$ cat src/rtl/mc_control_fsm_pkg.sv
// mc_ctrl_pkg: shared types and encodings for the multicycle ARM-subset controller.
// Latency: n/a (definitions only).
// Backpressure: n/a (definitions only).
// Contents: state enum, opcode/cmd codes, ALU op, result mux and ALU B-source selects.
package mc_ctrl_pkg;

    typedef enum logic [3:0] {
        S_FETCH  = 4'd0,
        S_DECODE = 4'd1,
        S_MEMADR = 4'd2,
        S_MEMRD  = 4'd3,
        S_MEMWB  = 4'd4,
        S_MEMWR  = 4'd5,
        S_EXER   = 4'd6,
        S_EXEI   = 4'd7,
        S_ALUWB  = 4'd8,
        S_BRANCH = 4'd9
    } state_t;

    localparam logic [1:0] OP_DP  = 2'b00;
    localparam logic [1:0] OP_MEM = 2'b01;
    localparam logic [1:0] OP_BR  = 2'b10;
    localparam logic [1:0] OP_ILL = 2'b11;

    localparam logic [3:0] CMD_AND = 4'b0000;
    localparam logic [3:0] CMD_SUB = 4'b0010;
    localparam logic [3:0] CMD_ADD = 4'b0100;
    localparam logic [3:0] CMD_CMP = 4'b1010;
    localparam logic [3:0] CMD_ORR = 4'b1100;

    localparam logic [1:0] ALU_ADD = 2'b00;
    localparam logic [1:0] ALU_SUB = 2'b01;
    localparam logic [1:0] ALU_AND = 2'b10;
    localparam logic [1:0] ALU_ORR = 2'b11;

    localparam logic [1:0] RES_ALUOUT = 2'b00;
    localparam logic [1:0] RES_DATA   = 2'b01;
    localparam logic [1:0] RES_ALURES = 2'b10;

    localparam logic [1:0] SRCB_REG  = 2'b00;
    localparam logic [1:0] SRCB_IMM  = 2'b01;
    localparam logic [1:0] SRCB_FOUR = 2'b10;

endpackage

$ cat src/rtl/mc_control_fsm_if.sv
// mc_ctrl_if: instruction fields and memory ready into the controller, datapath controls out.
// Latency: n/a (wires only).
// Backpressure: mem_ready from the unified memory stalls the controller.
// Modports: master = controller (drives controls), slave = datapath/IR/memory side.
interface mc_ctrl_if;

    logic [1:0] op;
    logic [5:0] funct;
    logic [3:0] rd;
    logic       cond_ex;
    logic       mem_ready;

    logic       pc_write;
    logic       adr_src;
    logic       mem_req;
    logic       mem_write;
    logic       ir_write;
    logic [1:0] result_src;
    logic       alu_src_a;
    logic [1:0] alu_src_b;
    logic [1:0] alu_control;
    logic [1:0] flag_w;
    logic       reg_write;
    logic [1:0] imm_src;
    logic [1:0] reg_src;
    logic       illegal;

    modport master (
        input  op, funct, rd, cond_ex, mem_ready,
        output pc_write, adr_src, mem_req, mem_write, ir_write, result_src,
               alu_src_a, alu_src_b, alu_control, flag_w, reg_write,
               imm_src, reg_src, illegal
    );

    modport slave (
        output op, funct, rd, cond_ex, mem_ready,
        input  pc_write, adr_src, mem_req, mem_write, ir_write, result_src,
               alu_src_a, alu_src_b, alu_control, flag_w, reg_write,
               imm_src, reg_src, illegal
    );

endinterface

$ cat src/rtl/mc_control_fsm_alu_decoder.sv
// mc_alu_decoder: maps state and data-processing cmd/S to alu_control, flag_w and an unsupported-cmd flag.
// Latency: combinational, zero cycles.
// Backpressure: none; purely a function of its inputs.
// Ports: state, cmd, s, cond_ex in; alu_control, flag_w, illegal_cmd out.
module mc_alu_decoder
    import mc_ctrl_pkg::*;
(
    input  state_t     state,
    input  logic [3:0] cmd,
    input  logic       s,
    input  logic       cond_ex,
    output logic [1:0] alu_control,
    output logic [1:0] flag_w,
    output logic       illegal_cmd
);

    logic [1:0] cmd_alu;
    logic       cmd_arith;
    logic       in_exe;

    always_comb begin
        cmd_alu     = ALU_ADD;
        cmd_arith   = 1'b0;
        illegal_cmd = 1'b0;
        case (cmd)
            CMD_ADD: begin cmd_alu = ALU_ADD; cmd_arith = 1'b1; end
            CMD_SUB: begin cmd_alu = ALU_SUB; cmd_arith = 1'b1; end
            CMD_AND: cmd_alu = ALU_AND;
            CMD_ORR: cmd_alu = ALU_ORR;
            // CMP only makes sense when it sets flags
            CMD_CMP: begin cmd_alu = ALU_SUB; cmd_arith = 1'b1; illegal_cmd = ~s; end
            default: illegal_cmd = 1'b1;
        endcase
    end

    assign in_exe = (state == S_EXER) || (state == S_EXEI);

    // Fetch/decode/address/branch all use the adder
    assign alu_control = in_exe ? cmd_alu : ALU_ADD;
    // NZ written on any S-form op; CV only by arithmetic
    assign flag_w      = (in_exe && s && cond_ex) ? {1'b1, cmd_arith} : 2'b00;

endmodule

$ cat src/rtl/mc_control_fsm.sv
// mc_control_fsm: multicycle fetch/decode/execute/memory/writeback sequencer for the ARM-subset datapath.
// Latency: DP 4, CMP 3, LDR 5, STR 4, B 3, illegal 2 cycles with mem_ready high; +1 per mem_ready=0 wait cycle.
// Backpressure: holds in FETCH, MEMRD and MEMWR until mem_ready; a cond-failed store skips the access.
// Ports: clk, rst_n (synchronous, active low); bus (mc_ctrl_if.master) carries IR fields in and controls out.
// Optional: define MC_PERF_CNT_EN to add instr_retired[ADDR_W-1:0], counting every return to FETCH.
module mc_control_fsm
    import mc_ctrl_pkg::*;
#(
    parameter int ADDR_W = 32
) (
    input  logic              clk,
    input  logic              rst_n,
    mc_ctrl_if.master         bus
`ifdef MC_PERF_CNT_EN
    ,
    output logic [ADDR_W-1:0] instr_retired
`endif
);

    if (ADDR_W < 1) begin : g_bad_addr_w
        $error("ADDR_W must be at least 1");
    end

    state_t     state;
    state_t     state_nxt;

    logic       i_bit;
    logic       l_s_bit;
    logic [3:0] cmd;
    logic       illegal_cmd;
    logic [1:0] alu_ctl;
    logic [1:0] flag_w_raw;

    logic       next_pc;
    logic       ir_wr;
    logic       mreq;
    logic       mwr;
    logic       adr;
    logic [1:0] res;
    logic       srca;
    logic [1:0] srcb;
    logic       reg_w;
    logic       is_branch;
    logic       dec_illegal;
    logic       rd_is_pc;
    logic       pcs;

    assign i_bit   = bus.funct[5];
    assign cmd     = bus.funct[4:1];
    assign l_s_bit = bus.funct[0];

    mc_alu_decoder u_alu_dec (
        .state       (state),
        .cmd         (cmd),
        .s           (l_s_bit),
        .cond_ex     (bus.cond_ex),
        .alu_control (alu_ctl),
        .flag_w      (flag_w_raw),
        .illegal_cmd (illegal_cmd)
    );

    always_comb begin
        state_nxt = state;
        case (state)
            S_FETCH:  if (bus.mem_ready) state_nxt = S_DECODE;
            S_DECODE: begin
                case (bus.op)
                    OP_MEM: state_nxt = S_MEMADR;
                    OP_DP:  state_nxt = illegal_cmd ? S_FETCH : (i_bit ? S_EXEI : S_EXER);
                    OP_BR:  state_nxt = S_BRANCH;
                    OP_ILL: state_nxt = S_FETCH;
                    default: state_nxt = S_FETCH;
                endcase
            end
            S_MEMADR: state_nxt = l_s_bit ? S_MEMRD : S_MEMWR;
            S_MEMRD:  if (bus.mem_ready) state_nxt = S_MEMWB;
            // A cond-failed store never issues, so it does not wait for memory
            S_MEMWR:  if (!bus.cond_ex || bus.mem_ready) state_nxt = S_FETCH;
            S_EXER,
            S_EXEI:   state_nxt = (cmd == CMD_CMP) ? S_FETCH : S_ALUWB;
            S_MEMWB,
            S_ALUWB,
            S_BRANCH: state_nxt = S_FETCH;
            default:  state_nxt = S_FETCH;
        endcase
    end

    always_ff @(posedge clk) begin
        if (!rst_n) begin
            state <= S_FETCH;
        end else begin
            state <= state_nxt;
        end
    end

    always_comb begin
        next_pc     = 1'b0;
        ir_wr       = 1'b0;
        mreq        = 1'b0;
        mwr         = 1'b0;
        adr         = 1'b0;
        res         = RES_ALUOUT;
        srca        = 1'b0;
        srcb        = SRCB_REG;
        reg_w       = 1'b0;
        is_branch   = 1'b0;
        dec_illegal = 1'b0;
        case (state)
            S_FETCH: begin
                mreq    = 1'b1;
                srca    = 1'b1;
                srcb    = SRCB_FOUR;
                res     = RES_ALURES;
                ir_wr   = bus.mem_ready;
                next_pc = bus.mem_ready;
            end
            S_DECODE: begin
                // Second PC+4 yields PC+8 for the register read of R15
                srca        = 1'b1;
                srcb        = SRCB_FOUR;
                res         = RES_ALURES;
                dec_illegal = (bus.op == OP_ILL) || ((bus.op == OP_DP) && illegal_cmd);
            end
            S_MEMADR: srcb = SRCB_IMM;
            S_MEMRD: begin
                mreq = 1'b1;
                adr  = 1'b1;
            end
            S_MEMWR: begin
                adr  = 1'b1;
                mreq = bus.cond_ex;
                mwr  = bus.cond_ex;
            end
            S_MEMWB: begin
                res   = RES_DATA;
                reg_w = 1'b1;
            end
            S_EXER:  srcb = SRCB_REG;
            S_EXEI:  srcb = SRCB_IMM;
            S_ALUWB: begin
                res   = RES_ALUOUT;
                reg_w = 1'b1;
            end
            S_BRANCH: begin
                srcb      = SRCB_IMM;
                res       = RES_ALURES;
                is_branch = 1'b1;
            end
            default: ;
        endcase
    end

    // A writeback to R15 becomes a PC load instead of a register write
    assign rd_is_pc = (bus.rd == 4'd15);
    assign pcs      = (rd_is_pc && reg_w) || is_branch;

    assign bus.pc_write    = rst_n & (next_pc | (pcs & bus.cond_ex));
    assign bus.reg_write   = rst_n & reg_w & bus.cond_ex & ~rd_is_pc;
    assign bus.ir_write    = rst_n & ir_wr;
    assign bus.mem_req     = rst_n & mreq;
    assign bus.mem_write   = rst_n & mwr;
    assign bus.flag_w      = rst_n ? flag_w_raw : 2'b00;
    assign bus.illegal     = rst_n & dec_illegal;
    assign bus.adr_src     = adr;
    assign bus.result_src  = res;
    assign bus.alu_src_a   = srca;
    assign bus.alu_src_b   = srcb;
    assign bus.alu_control = alu_ctl;
    assign bus.imm_src     = bus.op;
    assign bus.reg_src     = {(bus.op == OP_MEM) && !l_s_bit, bus.op == OP_BR};

`ifdef MC_PERF_CNT_EN
    always_ff @(posedge clk) begin
        if (!rst_n) begin
            instr_retired <= '0;
        end else if ((state != S_FETCH) && (state_nxt == S_FETCH)) begin
            instr_retired <= instr_retired + 1'b1;
        end
    end
`endif

endmodule

$ cat src/flat_wrapper.sv
// flat-port wrapper written by rule: the top's interface ports become plain ports
module mc_control_fsm_flat import mc_ctrl_pkg::*;
#(
    parameter int ADDR_W = 32
)
  (clk, rst_n, bus_op, bus_funct, bus_rd, bus_cond_ex, bus_mem_ready, bus_pc_write, bus_adr_src, bus_mem_req, bus_mem_write, bus_ir_write, bus_result_src, bus_alu_src_a, bus_alu_src_b, bus_alu_control, bus_flag_w, bus_reg_write, bus_imm_src, bus_reg_src, bus_illegal);
  mc_ctrl_if bus_i ();
  input  logic clk;
  input  logic rst_n;
  input wire logic [$bits(bus_i.op)-1:0] bus_op;
  input wire logic [$bits(bus_i.funct)-1:0] bus_funct;
  input wire logic [$bits(bus_i.rd)-1:0] bus_rd;
  input wire logic [$bits(bus_i.cond_ex)-1:0] bus_cond_ex;
  input wire logic [$bits(bus_i.mem_ready)-1:0] bus_mem_ready;
  output wire logic [$bits(bus_i.pc_write)-1:0] bus_pc_write;
  output wire logic [$bits(bus_i.adr_src)-1:0] bus_adr_src;
  output wire logic [$bits(bus_i.mem_req)-1:0] bus_mem_req;
  output wire logic [$bits(bus_i.mem_write)-1:0] bus_mem_write;
  output wire logic [$bits(bus_i.ir_write)-1:0] bus_ir_write;
  output wire logic [$bits(bus_i.result_src)-1:0] bus_result_src;
  output wire logic [$bits(bus_i.alu_src_a)-1:0] bus_alu_src_a;
  output wire logic [$bits(bus_i.alu_src_b)-1:0] bus_alu_src_b;
  output wire logic [$bits(bus_i.alu_control)-1:0] bus_alu_control;
  output wire logic [$bits(bus_i.flag_w)-1:0] bus_flag_w;
  output wire logic [$bits(bus_i.reg_write)-1:0] bus_reg_write;
  output wire logic [$bits(bus_i.imm_src)-1:0] bus_imm_src;
  output wire logic [$bits(bus_i.reg_src)-1:0] bus_reg_src;
  output wire logic [$bits(bus_i.illegal)-1:0] bus_illegal;
  assign bus_i.op = bus_op;
  assign bus_i.funct = bus_funct;
  assign bus_i.rd = bus_rd;
  assign bus_i.cond_ex = bus_cond_ex;
  assign bus_i.mem_ready = bus_mem_ready;
  assign bus_pc_write = bus_i.pc_write;
  assign bus_adr_src = bus_i.adr_src;
  assign bus_mem_req = bus_i.mem_req;
  assign bus_mem_write = bus_i.mem_write;
  assign bus_ir_write = bus_i.ir_write;
  assign bus_result_src = bus_i.result_src;
  assign bus_alu_src_a = bus_i.alu_src_a;
  assign bus_alu_src_b = bus_i.alu_src_b;
  assign bus_alu_control = bus_i.alu_control;
  assign bus_flag_w = bus_i.flag_w;
  assign bus_reg_write = bus_i.reg_write;
  assign bus_imm_src = bus_i.imm_src;
  assign bus_reg_src = bus_i.reg_src;
  assign bus_illegal = bus_i.illegal;
  mc_control_fsm #(.ADDR_W(ADDR_W)) u_core (.clk(clk), .rst_n(rst_n), .bus(bus_i));
endmodule
$ cat config.mk
export PLATFORM = sky130hd
export DESIGN_NAME = mc_control_fsm_flat
export DESIGN_NICKNAME = d
export VERILOG_FILES = /design/src/rtl/mc_control_fsm_pkg.sv /design/src/rtl/mc_control_fsm_if.sv /design/src/rtl/mc_control_fsm_alu_decoder.sv /design/src/rtl/mc_control_fsm.sv /design/src/flat_wrapper.sv
export SDC_FILE = /design/constraint.sdc
export NUM_CORES = 1
export LEC_CHECK = 0
export BUFFER_PORTS_ARGS = -buffer_cell sky130_fd_sc_hd__buf_4
export CELL_PAD_IN_SITES_DETAIL_PLACEMENT = 0
export CELL_PAD_IN_SITES_GLOBAL_PLACEMENT = 1
export CORE_MARGIN = 2
export CORE_UTILIZATION = 30
export DETAILED_ROUTE_END_ITERATION = 10
export PLACE_DENSITY_LB_ADDON = 0.3
export SKIP_LAST_GASP = 1
export SLEW_MARGIN = 20
export SYNTH_ARGS = -nofsm -noshare
export SYNTH_HDL_FRONTEND = slang
export SYNTH_SLANG_ARGS = --single-unit
$ cat constraint.sdc
create_clock -name clk -period 3.75 [get_ports clk]
set_input_delay 0.375 -clock clk [delete_from_list [all_inputs] [get_ports clk]]
set_output_delay 0.375 -clock clk [all_outputs]
set_load 0.01 [all_outputs]
### Yosys cells after proc, flatten, opt, wreduce, memory -nomap -nowiden

Index checks and enable logic that the tools add are counted.

| storage, ports and cells | value |
|---|---|
| register bits after elaboration | 4 |
| bits of input ports | 16 |
| output and inout bits | 20 |
| word-level logic and storage cells | 83 |

| operators by class | value |
|---|---|
| equal/unequal tests | 20 |
| muxes and demuxes | 25 |
| bitwise logic cells | 12 |
| reductions and logical operators | 25 |

Operators with widths:

| cell | count |
|---|---|
| $pmux 4 s6 | 1 |
| $eq 4x3->1 const B | 5 |
| $eq 4x4->1 const B | 5 |
| $mux 4 | 5 |
| $pmux 4 s4 | 1 |
| $eq 4x2->1 const B | 3 |
| $reduce_or 2->1 | 6 |
| $and 1x1->1 | 9 |
| $mux 1 | 9 |
| $reduce_or 3->1 | 3 |
| $logic_not 4->1 | 2 |
| $pmux 2 s2 | 2 |
| $mux 2 | 3 |
| $pmux 2 s3 | 1 |
| $logic_and 1x1->1 | 5 |
| $eq 2x2->1 const B | 2 |
| $eq 4x1->1 const B | 1 |
| $logic_or 1x1->1 | 4 |
| $ne 2x2->1 const B | 2 |
| $pmux 1 s2 | 2 |
| $reduce_or 4->1 | 1 |
| $mux 3 | 1 |
| $reduce_and 3->1 | 1 |
| $eq 2x1->1 const B | 1 |
| other kinds (5) | 7 |

### Longest topological paths before layout

Gate-level depths: netlist (run 1).

| logic depth | value |
|---|---|
| depth after elaboration | 8 |
| mapped depth | 5 |
| depth with buffers taken out | 4 |

### Hierarchy

Synthesis (run 1) repeated with hierarchy kept, for this count alone.

| unflattened totals | value |
|---|---|
| cell total of the unflattened synthesis | 92 |
| area, all modules | 669.4 um^2 |

By module, submodules not included:

| module | instances | cells an instance | area each (um^2) | sequential area each (um^2) |
|---|---|---|---|---|
| mc_control_fsm | 1 | 78 | 571.8 | 80.1 |
| mc_alu_decoder | 1 | 14 | 97.6 | 0.0 |

### Worst setup path before layout (run 1)

OpenSTA, ideal clock, no wires.

| path | value |
|---|---|
| kind | input to output |
| start | in bus_funct[2] |
| end | out bus_flag_w[0] |
| arrival time | 1326 ps |
| data required time | 3375 ps |
| slack | 2049 ps |
| cell stages on the path | 2 |
| buffers on the path | 0 |
| path through | or3_1 > a2111oi_1 |

| on the way | value |
|---|---|
| cells in the longest elaborated chain, start to end | 5 |
| elaborated cells between the ends (all ways) | 7 |
| those cells by class | eq/ne: 3; mux: 3; reduce/logical: 1 |

RTL lines:

| item | line | RTL |
|---|---|---|
| from (decl) | flat_wrapper.sv:11 | `input wire logic [$bits(bus_i.funct)-1:0] bus_funct;` |
| $eq 4x2->1 (tied with other cells) | mc_control_fsm_alu_decoder.sv:25 | `case (cmd)` |
| $reduce_or 3->1 (no source line) (*) | n/a |  |
| $mux 1 (*) | mc_control_fsm_alu_decoder.sv:25 |  |
| $mux 2 (*) | mc_control_fsm_alu_decoder.sv:41 | `assign flag_w = (in_exe && s && cond_ex) ? {1'b1, cmd_arith} : 2'b00;` |
| $mux 2 (*) | mc_control_fsm.sv:162 | `assign bus.flag_w = rst_n ? flag_w_raw : 2'b00;` |
| to (decl) | flat_wrapper.sv:24 | `output wire logic [$bits(bus_i.flag_w)-1:0] bus_flag_w;` |

Mark *: on every way between the ends. The rest lies on a longest branch, timed or not.

### Worst setup path after layout (run 1)

| path | value |
|---|---|
| start | reg u_core.state[2] |
| end | out bus_flag_w[0] |

| on the way | value |
|---|---|
| cells in the longest elaborated chain, start to end | 6 |
| elaborated cells between the ends (all ways) | 7 |
| those cells by class | eq/ne: 2; mux: 2; reduce/logical: 3 |

RTL lines:

| item | line | RTL |
|---|---|---|
| from (decl) | mc_control_fsm.sv:24 | `state_t state;` |
| from (signal assigned) | mc_control_fsm.sv:92 | `state <= state_nxt;` |
| $eq 4x3->1 | mc_control_fsm_alu_decoder.sv:36 | `assign in_exe = (state == S_EXER) \|\| (state == S_EXEI);` |
| $logic_or 1x1->1 (*) | mc_control_fsm_alu_decoder.sv:36 |  |
| $logic_and 1x1->1 (*) (2 in a row) | mc_control_fsm_alu_decoder.sv:41 |  |
| $mux 2 (*) | mc_control_fsm_alu_decoder.sv:41 |  |
| $mux 2 (*) | mc_control_fsm.sv:162 |  |

Marked as above.

==> results of run 1 <==
-- where the power goes --
group | internal [W] | leakage, nW | total, W | switching (W)
combinational | 0.0000606 | 0.337 | 0.000116 | 0.0000551
clock | 0.0000358 | 0.0138 | 0.0000533 | 0.0000175
sequential | 0.0000469 | 0.0327 | 0.0000636 | 0.0000168
-- per-stage QoR --
| stage | setup slack, ps | total power (W) | instances | hold WS (ps) | utilization, % |
|---|---|---|---|---|---|
| floorplan | 2050 | 0.000133 | 93 | 543 | - |
| global placement | 1730 | 0.000181 | 148 | 651 | 42.5 |
| detailed placement | 1650 | 0.000182 | 148 | 669 | 42.5 |
| CTS | 1380 | 0.000237 | 151 | 430 | 43.5 |
| global route | 1280 | 0.000254 | 151 | 435 | 43.5 |
| finish | 1410 | 0.000233 | 151 | 437 | 43.5 |
-- kinds of logic after synthesis --
family | Yosys count | share of synthesized area [%]
buf+inv | 13 | 10.0
xor+xnor | 4 | 5.29
compound gates | 22 | 27.2
simple gates | 50 | 45.4
flops | 4 | 12.1
-- final timing paths --
check                  startpoint              end  cells after the start
setup / recovery  u_core.state[2]    bus_flag_w[0]                      4
hold / removal              rst_n  u_core.state[3]                      2
setup reg to reg  u_core.state[0]  u_core.state[2]                      4
hold reg to reg   u_core.state[1]  u_core.state[1]                      2
-- synth_stat cells (all sizes together), types with 2 or more instances --
| master | instances | area, µm² |
|---|---|---|
| xor2 | 2 | 17.5 |
| clkbuf | 3 | 11.3 |
| nor4 | 3 | 31.3 |
| nor2 | 7 | 33.8 |
| xnor2 | 2 | 17.5 |
| nor3 | 8 | 40.0 |
| inv | 5 | 18.8 |
| nand2 | 8 | 30.0 |
| nor3b | 5 | 37.5 |
| o21ai | 2 | 10.0 |
| dfxtp | 4 | 80.1 |
| nand3 | 2 | 10.0 |
| a211oi | 2 | 15.0 |
| buf | 5 | 36.3 |
| nand2b | 6 | 37.5 |
| or2 | 3 | 18.8 |
| o22ai | 3 | 18.8 |
| a21oi | 4 | 20.0 |
| or3 | 2 | 12.5 |
| o22a | 2 | 17.5 |
-- final cells by class --
type	instances	area, µm²	area share [%]
Inverter	5	18.8	2.01
Sequential cell	4	80.1	8.57
Timing Repair Buffer	35	263	28.1
Clock buffer	3	22.5	2.41
Tap cell	28	35.0	3.75
Multi-Input combinational cell	76	515	55.2
-- routing by layer --
metal	wire (µm)	global-route usage (%)	vias up
met4	13	5.41	0
met2	949	27.1	15
li1	-	-	404
met1	885	20.1	367
met5	0	0	-
met3	62	1.17	2
-- cell usage in the layout (no fill, tap or decap), types with 3 or more instances in the layout --
master	instances
a21oi_1	4
buf_4	35
clkbuf_4	3
dfxtp_1	4
inv_1	5
nand2_1	8
nand2b_1	6
nor2_1	6
nor3_1	8
nor3b_1	5
o22ai_1	3
==> impl_metrics.env, run 1 <==
export IMPL_layout_drive_gt1_share_pct=36.6
export IMPL_gp_congestion=0.821
export IMPL_ir_drop_mv=0.135
export IMPL_cts_root_buf="clkbuf_4"
export IMPL_grt_overflow=0
export IMPL_cts_buffers=3
export IMPL_nFillCells=238
export IMPL_yosys_warnings=0
export IMPL_crit_family="flip-flops"
export IMPL_slowest_stage="dfxtp_1"
export IMPL_postCtsResizedCells=0
export IMPL_hold_viol_final=0
export IMPL_grt_max_degree=19
export IMPL_fin_area_um2=935
export IMPL_critPathRequiredTime_ps=3380
export IMPL_clk_latency_ps=240
export IMPL_cpPeakStageDelay_ps=700
export IMPL_min_period_ps=2340
export IMPL_arrival_ps=1960
export IMPL_clkSinkCount=4
export IMPL_num_vias=788
export IMPL_hp_class="in -> reg"
export IMPL_largest_register="u_core.state"
export IMPL_powerDensity_mw_per_mm2=249
export IMPL_drt_wl_total_um=1910
export IMPL_pin_count=36
export IMPL_n_antenna_cell=0
export IMPL_setup_violations=0
export IMPL_first_pass_iters=4
export IMPL_grt_pass1_wl_um=3240
export IMPL_maxSlewViolCount=0
export IMPL_grt_antenna_before_repair=0
export IMPL_status="finished, final reports clean"
export IMPL_die_h_um=51.0
export IMPL_ys_seq_area_share_pct=12.1
export IMPL_worst_slew_pin_slew_ps=619
export IMPL_slew_headroom_pct=58.7
export IMPL_drc=0
export IMPL_period_share_pct=62.3
export IMPL_r2r_setup_slack_ps=2150
export IMPL_crit_chain="inv_1 > or2_1 > a2111oi_1 > buf_4"
export IMPL_ys_flop_type="dfxtp_1"
export IMPL_cts_max_level=1
export IMPL_synthArstFlopShare_pct=0
export IMPL_core_area_mm2=0.00215
export IMPL_fmax_ghz=0.428
export IMPL_dieArea_mm2=0.00260
export IMPL_post_cts_setup_buffers=0
export IMPL_worstPathBufferInverterCount=2
export IMPL_reg_top3="u_core.state x4"
export IMPL_path_clk_slew_ps=40
export IMPL_grt_pass1_vias=709
export IMPL_synth_edf_count=0
export IMPL_chipWidth_um=51.0
export IMPL_fin_nets=141
export IMPL_maxCapViolations=0
export IMPL_syn_inst=93
export IMPL_worst_path_max_fanout=18
export IMPL_power_leakage_nw=0.384
export IMPL_clock_skew_ps=3.77
export IMPL_criticalPathCategory="reg -> out"
export IMPL_rows=17
export IMPL_rsz0062_at_grt="no"
export IMPL_gr_usage_all_layers_pct=15.6
export IMPL_syn_mean_instance_area_um2=7.12
export IMPL_finalSetupTns_ps=0
export IMPL_cts_tree="yes"
export IMPL_largest_reg_flops=4
export IMPL_wl_per_cell_um=12.6
export IMPL_synth_nets=109
export IMPL_drt_iter0_markers=9
export IMPL_synthDistinctLibCells=41
export IMPL_ys_ff_latch=4
export IMPL_ant_nets=0
export IMPL_initial_core_util_pct=30.8
export IMPL_cts_buffer_depth=2
export IMPL_cts_hold_buf=0
export IMPL_cp_end_kind="output pin"
export IMPL_cp_start_kind="flip-flop"
export IMPL_io_buffers=35
export IMPL_post_dp_cell_area_um2=912
export IMPL_syn_area_um2=662
export IMPL_syn_to_final_growth_pct=41.2
export IMPL_vias_per_cell=5.22
export IMPL_dp_hpwl_um=1500
No activity file was read; power rests on OpenSTA's default activity.
==> inputs of run 2 (changes only) <==
--- a/config.mk
+++ b/config.mk
@@ -5,11 +5,12 @@
 export SDC_FILE = /design/constraint.sdc
 export NUM_CORES = 1
 export LEC_CHECK = 0
+export ABC_AREA = 1
 export BUFFER_PORTS_ARGS = -buffer_cell sky130_fd_sc_hd__buf_4
 export CELL_PAD_IN_SITES_DETAIL_PLACEMENT = 0
 export CELL_PAD_IN_SITES_GLOBAL_PLACEMENT = 1
 export CORE_MARGIN = 2
-export CORE_UTILIZATION = 30
+export CORE_UTILIZATION = 23
 export DETAILED_ROUTE_END_ITERATION = 10
 export PLACE_DENSITY_LB_ADDON = 0.3
 export SKIP_LAST_GASP = 1
==> constraint.sdc (replaced) <==
create_clock -name clk -period 2.1 [get_ports clk]
set_input_delay 0.21 -clock clk [delete_from_list [all_inputs] [get_ports clk]]
set_output_delay 0.21 -clock clk [all_outputs]
set_load 0.01 [all_outputs]
==> run 2 against run 1 <==
Critical path depth grew 4. Final cell count grew 11%. Power increased by 54%. Highest routed layer unchanged. Clock skew rose by 2.3 ps.
==> impl_metrics.env, run 2 <==
export IMPL_status="finished, final reports clean"
export IMPL_arrival_ps=1450
export IMPL_grt_pass1_wl_um=2590
export IMPL_ys_flop_type="dfxtp_1"
export IMPL_grt_antenna_before_repair=0
export IMPL_power_leakage_nw=0.481
export IMPL_critPathRequiredTime_ps=1890
export IMPL_hold_viol_final=0
export IMPL_min_period_ps=1660
export IMPL_drc=0
export IMPL_finalSetupTns_ps=0
export IMPL_synth_top_cell_area_share_pct=16.0
export IMPL_grt_overflow=0
export IMPL_pre_cts_ws_ps=678
export IMPL_dp_hpwl_um=1400
export IMPL_drt_iter0_markers=20
export IMPL_reg_top3="u_core.state x4"
export IMPL_synth_nets=120
export IMPL_clock_skew_ps=6.10
export IMPL_n_antenna_cell=0
export IMPL_setup_violations=0
export IMPL_fin_nets=158
export IMPL_io_buffers=35
export IMPL_rsz0062_at_grt="no"
export IMPL_powerDensity_mw_per_mm2=411
export IMPL_maxSlewViolCount=0
export IMPL_drt_wl_total_um=1570
export IMPL_m1WireLength_um=691
export IMPL_synthDistinctLibCells=24
export IMPL_synth_area_leader_cell="nand2_1"
export IMPL_setup_slack_ps=441
export IMPL_maxCapViolations=0
export IMPL_cp_end_kind="output pin"
export IMPL_pin_count=36
export IMPL_die_h_um=53.5
export IMPL_ir_drop_mv=0.294
export IMPL_period_share_pct=79.0
export IMPL_ant_nets=0
export IMPL_cp_start_kind="flip-flop"
export IMPL_layout_drive_gt1_share_pct=40.7
export IMPL_netlist_top_cells_count="24 x nand2_1, 18 x inv_1, 14 x nor2_1"
export IMPL_gr_usage_all_layers_pct=12.2
export IMPL_layout_commonest_cell="buf_4"
export IMPL_path_clk_slew_ps=30
export IMPL_synth_area_top_cells="nand2_1 16%, dfxtp_1 14%, inv_1 12%"
export IMPL_syn_mean_instance_area_um2=5.43
export IMPL_top_layer_used="met4"
export IMPL_vias_per_cell=4.32
export IMPL_syn_inst=104
export IMPL_cts_buffers=3
export IMPL_wl_per_cell_um=9.36
export IMPL_chipWidth_um=53.5
export IMPL_cts_max_level=1
export IMPL_synthArstFlopShare_pct=0
export IMPL_dr_wl_met3_um=109
export IMPL_first_pass_iters=4
export IMPL_cts_hold_buf=0
export IMPL_grt_pass1_vias=669
export IMPL_dieArea_mm2=0.00287
export IMPL_initial_core_util_pct=24.8
export IMPL_rows=17
export IMPL_wl_met2_um=760
export IMPL_nFillCells=258
export IMPL_synthMostInstantiatedCell="nand2_1"
export IMPL_worst_path_max_fanout=4
export IMPL_syn_to_final_growth_pct=54.1
export IMPL_clk_latency_ps=240
export IMPL_most_common_layout_cells="35 x buf_4, 24 x nand2_1, 18 x inv_1"
export IMPL_fmax_ghz=0.603
export IMPL_cts_tree="yes"
export IMPL_syn_area_um2=564
export IMPL_core_area_mm2=0.00228
export IMPL_slew_headroom_pct=80.2
export IMPL_grt_max_degree=8
export IMPL_postCtsResizedCells=0
export IMPL_post_cts_setup_buffers=0
export IMPL_synth_edf_count=0
export IMPL_ys_ff_latch=4
export IMPL_ys_seq_area_share_pct=14.2
export IMPL_worst_slew_pin_slew_ps=297
export IMPL_largest_reg_flops=4
export IMPL_cts_buffer_depth=2
export IMPL_yosys_warnings=0
export IMPL_cts_root_buf="clkbuf_4"
export IMPL_hp_class="in -> reg"
export IMPL_gp_congestion=0.751
export IMPL_largest_register="u_core.state"
export IMPL_criticalPathCategory="reg -> out"
export IMPL_num_vias=726
export IMPL_clkSinkCount=4
-- run 2: metal layers --
metal / global-route usage (%) / up-vias
met5: 0 / -
met4: 4.70 / 0
met3: 5.00 / 2
met2: 20.0 / 22
met1: 14.3 / 299
li1: - / 403
-- run 2: logic make-up (layout without fill, tap and decap cells) --
kind of cell    after synthesis  after routing  synth area share, %
compound gates               13             13                 14.9
flops                         4              4                 14.2
buf+inv                      26             62                 18.6
simple gates                 61             61                 52.3
-- run 2: area by class of cell --
class                           instances  area [µm²]  area share (%)
Clock buffer                            3        22.5            2.59
Timing Repair Buffer                   35         263            30.2
Multi-Input combinational cell         74         379            43.6
Inverter                               24        90.1            10.4
Tap cell                               28        35.0            4.03
Sequential cell                         4        80.1            9.21
-- run 2: critical path: stages, from the launching register on --
cell and delay, ps:
dfxtp_1 340, inv_1 80, or2_4 260, nor2_2 120
inv_2 70, nor3_2 130, nand2_1 70, inv_1 50
buf_4 110
-- run 2: stage by stage --
stage          instance area [µm²]  utilization (%)  cells  total power (W)  hold slack, ps
2_1_floorplan                  564                -    104         0.000192             308
3_3_place_gp                   847             37.2    165         0.000263             434
3_5_place_dp                   847             37.2    165         0.000263             434
4_1_cts                        870             38.2    168         0.000361             193
5_1_grt                        870             38.2    168         0.000397             189
6_report                       870             38.2    168         0.000358             197
-- run 2: worst paths after layout --
path,slack [ps],depth (start not counted),from,to
max,440,8,u_core.state[2],bus_flag_w[0]
min,200,3,rst_n,u_core.state[1]
max reg2reg,800,9,u_core.state[0],u_core.state[2]
min reg2reg,600,2,u_core.state[0],u_core.state[0]
-- run 2: power by group --
group | internal (W) | switching [W]
clock network | 0.0000640 | 0.0000325
registers | 0.0000821 | 0.00000993
logic | 0.0000762 | 0.0000930
total | 0.000222 | 0.000135
==> inputs of run 3 (changes only) <==
==> constraint.sdc (replaced) <==
create_clock -name clk -period 1.4 [get_ports clk]
set_input_delay 0.14 -clock clk [delete_from_list [all_inputs] [get_ports clk]]
set_output_delay 0.14 -clock clk [all_outputs]
set_load 0.01 [all_outputs]
==> run 3 against run 2 <==
The run now ends with setup timing left. Non-clock buffer count grew 9. Setup slack worse by 590 ps. Clock skew down 3.8 ps. Sequential power rose by 51%. Clock-buffer cell count unchanged. Via count rose by 6.7%. Die area unchanged. First-iteration DRC count down 25%. Critical endpoint unchanged. Largest power group unchanged.
==> impl_metrics.env, run 3 (synthesized netlist as in run 2, its figures left out) <==
export IMPL_cp_start_kind="flip-flop"
export IMPL_cp_end_kind="output pin"
export IMPL_grt_overflow=0
export IMPL_dp_hpwl_um=1470
export IMPL_worst_slew_pin_slew_ps=246
export IMPL_crit_top_cell="inv_2"
export IMPL_period_share_pct=111
export IMPL_cts_root_buf="clkbuf_4"
export IMPL_r2r_setup_slack_ps=50
export IMPL_met3_usage_pct=2.78
export IMPL_arrival_ps=1410
export IMPL_grt_antenna_before_repair=0
export IMPL_gp_congestion=0.765
export IMPL_criticalPathCategory="reg -> out"
export IMPL_r2r_cells=9
export IMPL_use_met2_pct=24.3
export IMPL_cpPeakStageDelay_ps=350
export IMPL_fmax_ghz=0.644
export IMPL_rows=17
export IMPL_seqPwrFrac_pct=23.1
export IMPL_io_buffers=35
export IMPL_combPwrFrac_pct=52.6
export IMPL_grt_use_met1_pct=15.8
export IMPL_cp_endpoint="bus_flag_w[0]"
export IMPL_ant_nets=0
export IMPL_cp_startpoint="u_core.state[2]"
export IMPL_largest_reg_flops=4
export IMPL_crit_family="simple AND/OR/NAND/NOR gates"
export IMPL_stdcell_count=177
export IMPL_layout_drive_gt1_share_pct=55.7
export IMPL_nFillCells=246
export IMPL_power_switching_w=0.000233
export IMPL_path_clk_slew_ps=40
export IMPL_failed_checks="setup timing"
export IMPL_core_area_mm2=0.00228
export IMPL_internal_power_w=0.000368
export IMPL_cts_hold_buf=0
export IMPL_multi_input_area_um2=448
export IMPL_slowest_stage="dfxtp_2"
export IMPL_rsz0062_at_grt="yes"
export IMPL_numPlacedInstances=168
export IMPL_timing_rr_end="u_core.state[0]"
export IMPL_reg_top3="u_core.state x4"
export IMPL_hp_class="in -> reg"
export IMPL_power_leakage_nw=0.547
export IMPL_grt_pass1_wl_um=2830
export IMPL_worst_path_max_fanout=4
export IMPL_top_usage_layer="met2"
export IMPL_setup_slack_ps=-154
export IMPL_drt_iter0_markers=15
export IMPL_sw_frac_of_total_pct=38.7
export IMPL_layout_commonest_cell="buf_4"
export IMPL_min_period_ps=1550
export IMPL_wl_per_cell_um=10.3
export IMPL_worst_path_stages=8
export IMPL_fin_nets=167
export IMPL_most_common_layout_cells="41 x buf_4, 19 x nand2_1, 16 x inv_1"
export IMPL_critPathRequiredTime_ps=1260
export IMPL_status="finished with violations"
export IMPL_cts_max_level=1
export IMPL_chipWidth_um=53.5
export IMPL_grt_max_degree=8
export IMPL_first_pass_iters=3
export IMPL_n_antenna_cell=0
export IMPL_cts_buffers=3
export IMPL_vias_per_cell=4.38
export IMPL_setup_violations=10
export IMPL_maxSlewViolCount=0
export IMPL_utilization_pct=45.0
export IMPL_ir_drop_mv=0.480
export IMPL_num_vias=775
export IMPL_clk_latency_ps=240
export IMPL_power_w=0.000601
export IMPL_cts_buffer_depth=2
export IMPL_clock_skew_ps=2.29
export IMPL_fin_hold_ws_ps=116
export IMPL_hold_viol_final=0
export IMPL_drc=0
export IMPL_seq_area_um2=83.8
export IMPL_largest_register="u_core.state"
export IMPL_clockPowerShare_pct=24.3
export IMPL_slew_headroom_pct=83.6
export IMPL_maxCapViolations=0
export IMPL_timing_rr_start="u_core.state[2]"
export IMPL_clkSinkCount=4
export IMPL_cts_tree="yes"
export IMPL_worstPathBufferInverterCount=4
export IMPL_syn_to_final_growth_pct=81.4
export IMPL_crit_chain="inv_2 > or2_4 > nor2_4 > inv_2 > nor3_4 > nand2_1 > inv_1 > buf_4"
export IMPL_powerDensity_mw_per_mm2=587
export IMPL_die_h_um=53.5
export IMPL_gr_usage_all_layers_pct=13.2
export IMPL_grt_pass1_vias=722
export IMPL_initial_core_util_pct=24.8
export IMPL_dieArea_mm2=0.00287
export IMPL_drt_wl_total_um=1820
export IMPL_pin_count=36
-- run 3: cell types whose count changed in the layout (fill, tap and decap cells not counted), sizes merged --
cell	before	now
buf	35	44
-- run 3: power by group through the flow --
stage / clock network (W) / registers (W) / logic (W)
finish: 0.000146 / 0.000139 / 0.000316
global route: 0.000161 / 0.000140 / 0.000350
CTS: 0.000152 / 0.000137 / 0.000283
detailed placement: 0 / 0.000137 / 0.000277
global placement: 0 / 0.000136 / 0.000279
floorplan: 0 / 0.000136 / 0.000151
-- run 3: how the worst min path moves through the flow --
stage | start | slack [ps] | endpoint | cells past startpoint
2_1_floorplan | rst_n | 240 | u_core.state[1] | 2
3_3_place_gp | rst_n | 360 | u_core.state[1] | 3
3_5_place_dp | rst_n | 360 | u_core.state[1] | 3
4_1_cts | rst_n | 110 | u_core.state[1] | 3
5_1_grt | rst_n | 160 | u_core.state[1] | 3
6_report | rst_n | 120 | u_core.state[1] | 3
-- run 3: tightest hold or removal path, cell delays in order --
cell and delay [ps]:
buf_4 100, nand2_1 50, inv_1 40
-- run 3: area by class of cell --
class / count / area share, %
repair buffers: 44 / 33.4
clock buffers: 3 / 2.20
flip-flops and latches: 4 / 8.19
well taps: 28 / 3.42
inverters: 24 / 9.05
multi-input cells: 74 / 43.8
-- run 3: metrics by stage --
step	cell area, µm²	worst slack, ps	TNS, ps
finish	1020	-154	-971
global route	1020	-221	-1670
CTS	945	-155	-928
detailed placement	870	52.2	0
global placement	870	88.1	0
floorplan	564	96.5	0
-- run 3: repair_timing --
item                       CTS  global route
pin swaps                    3             7
gates cloned                 0             0
setup endpoints to repair   13            15
resized for setup            9            18
buffers inserted             4             2
-- run 3: routing by layer --
| layer | routed length, µm | part of all wire, % | vias up |
|---|---|---|---|
| li1 | - | - | 420 |
| met1 | 795 | 44 | 339 |
| met2 | 948 | 52 | 16 |
| met3 | 76 | 4.2 | 0 |
| met4 | 0 | 0 | 0 |
| met5 | 0 | 0 | - |
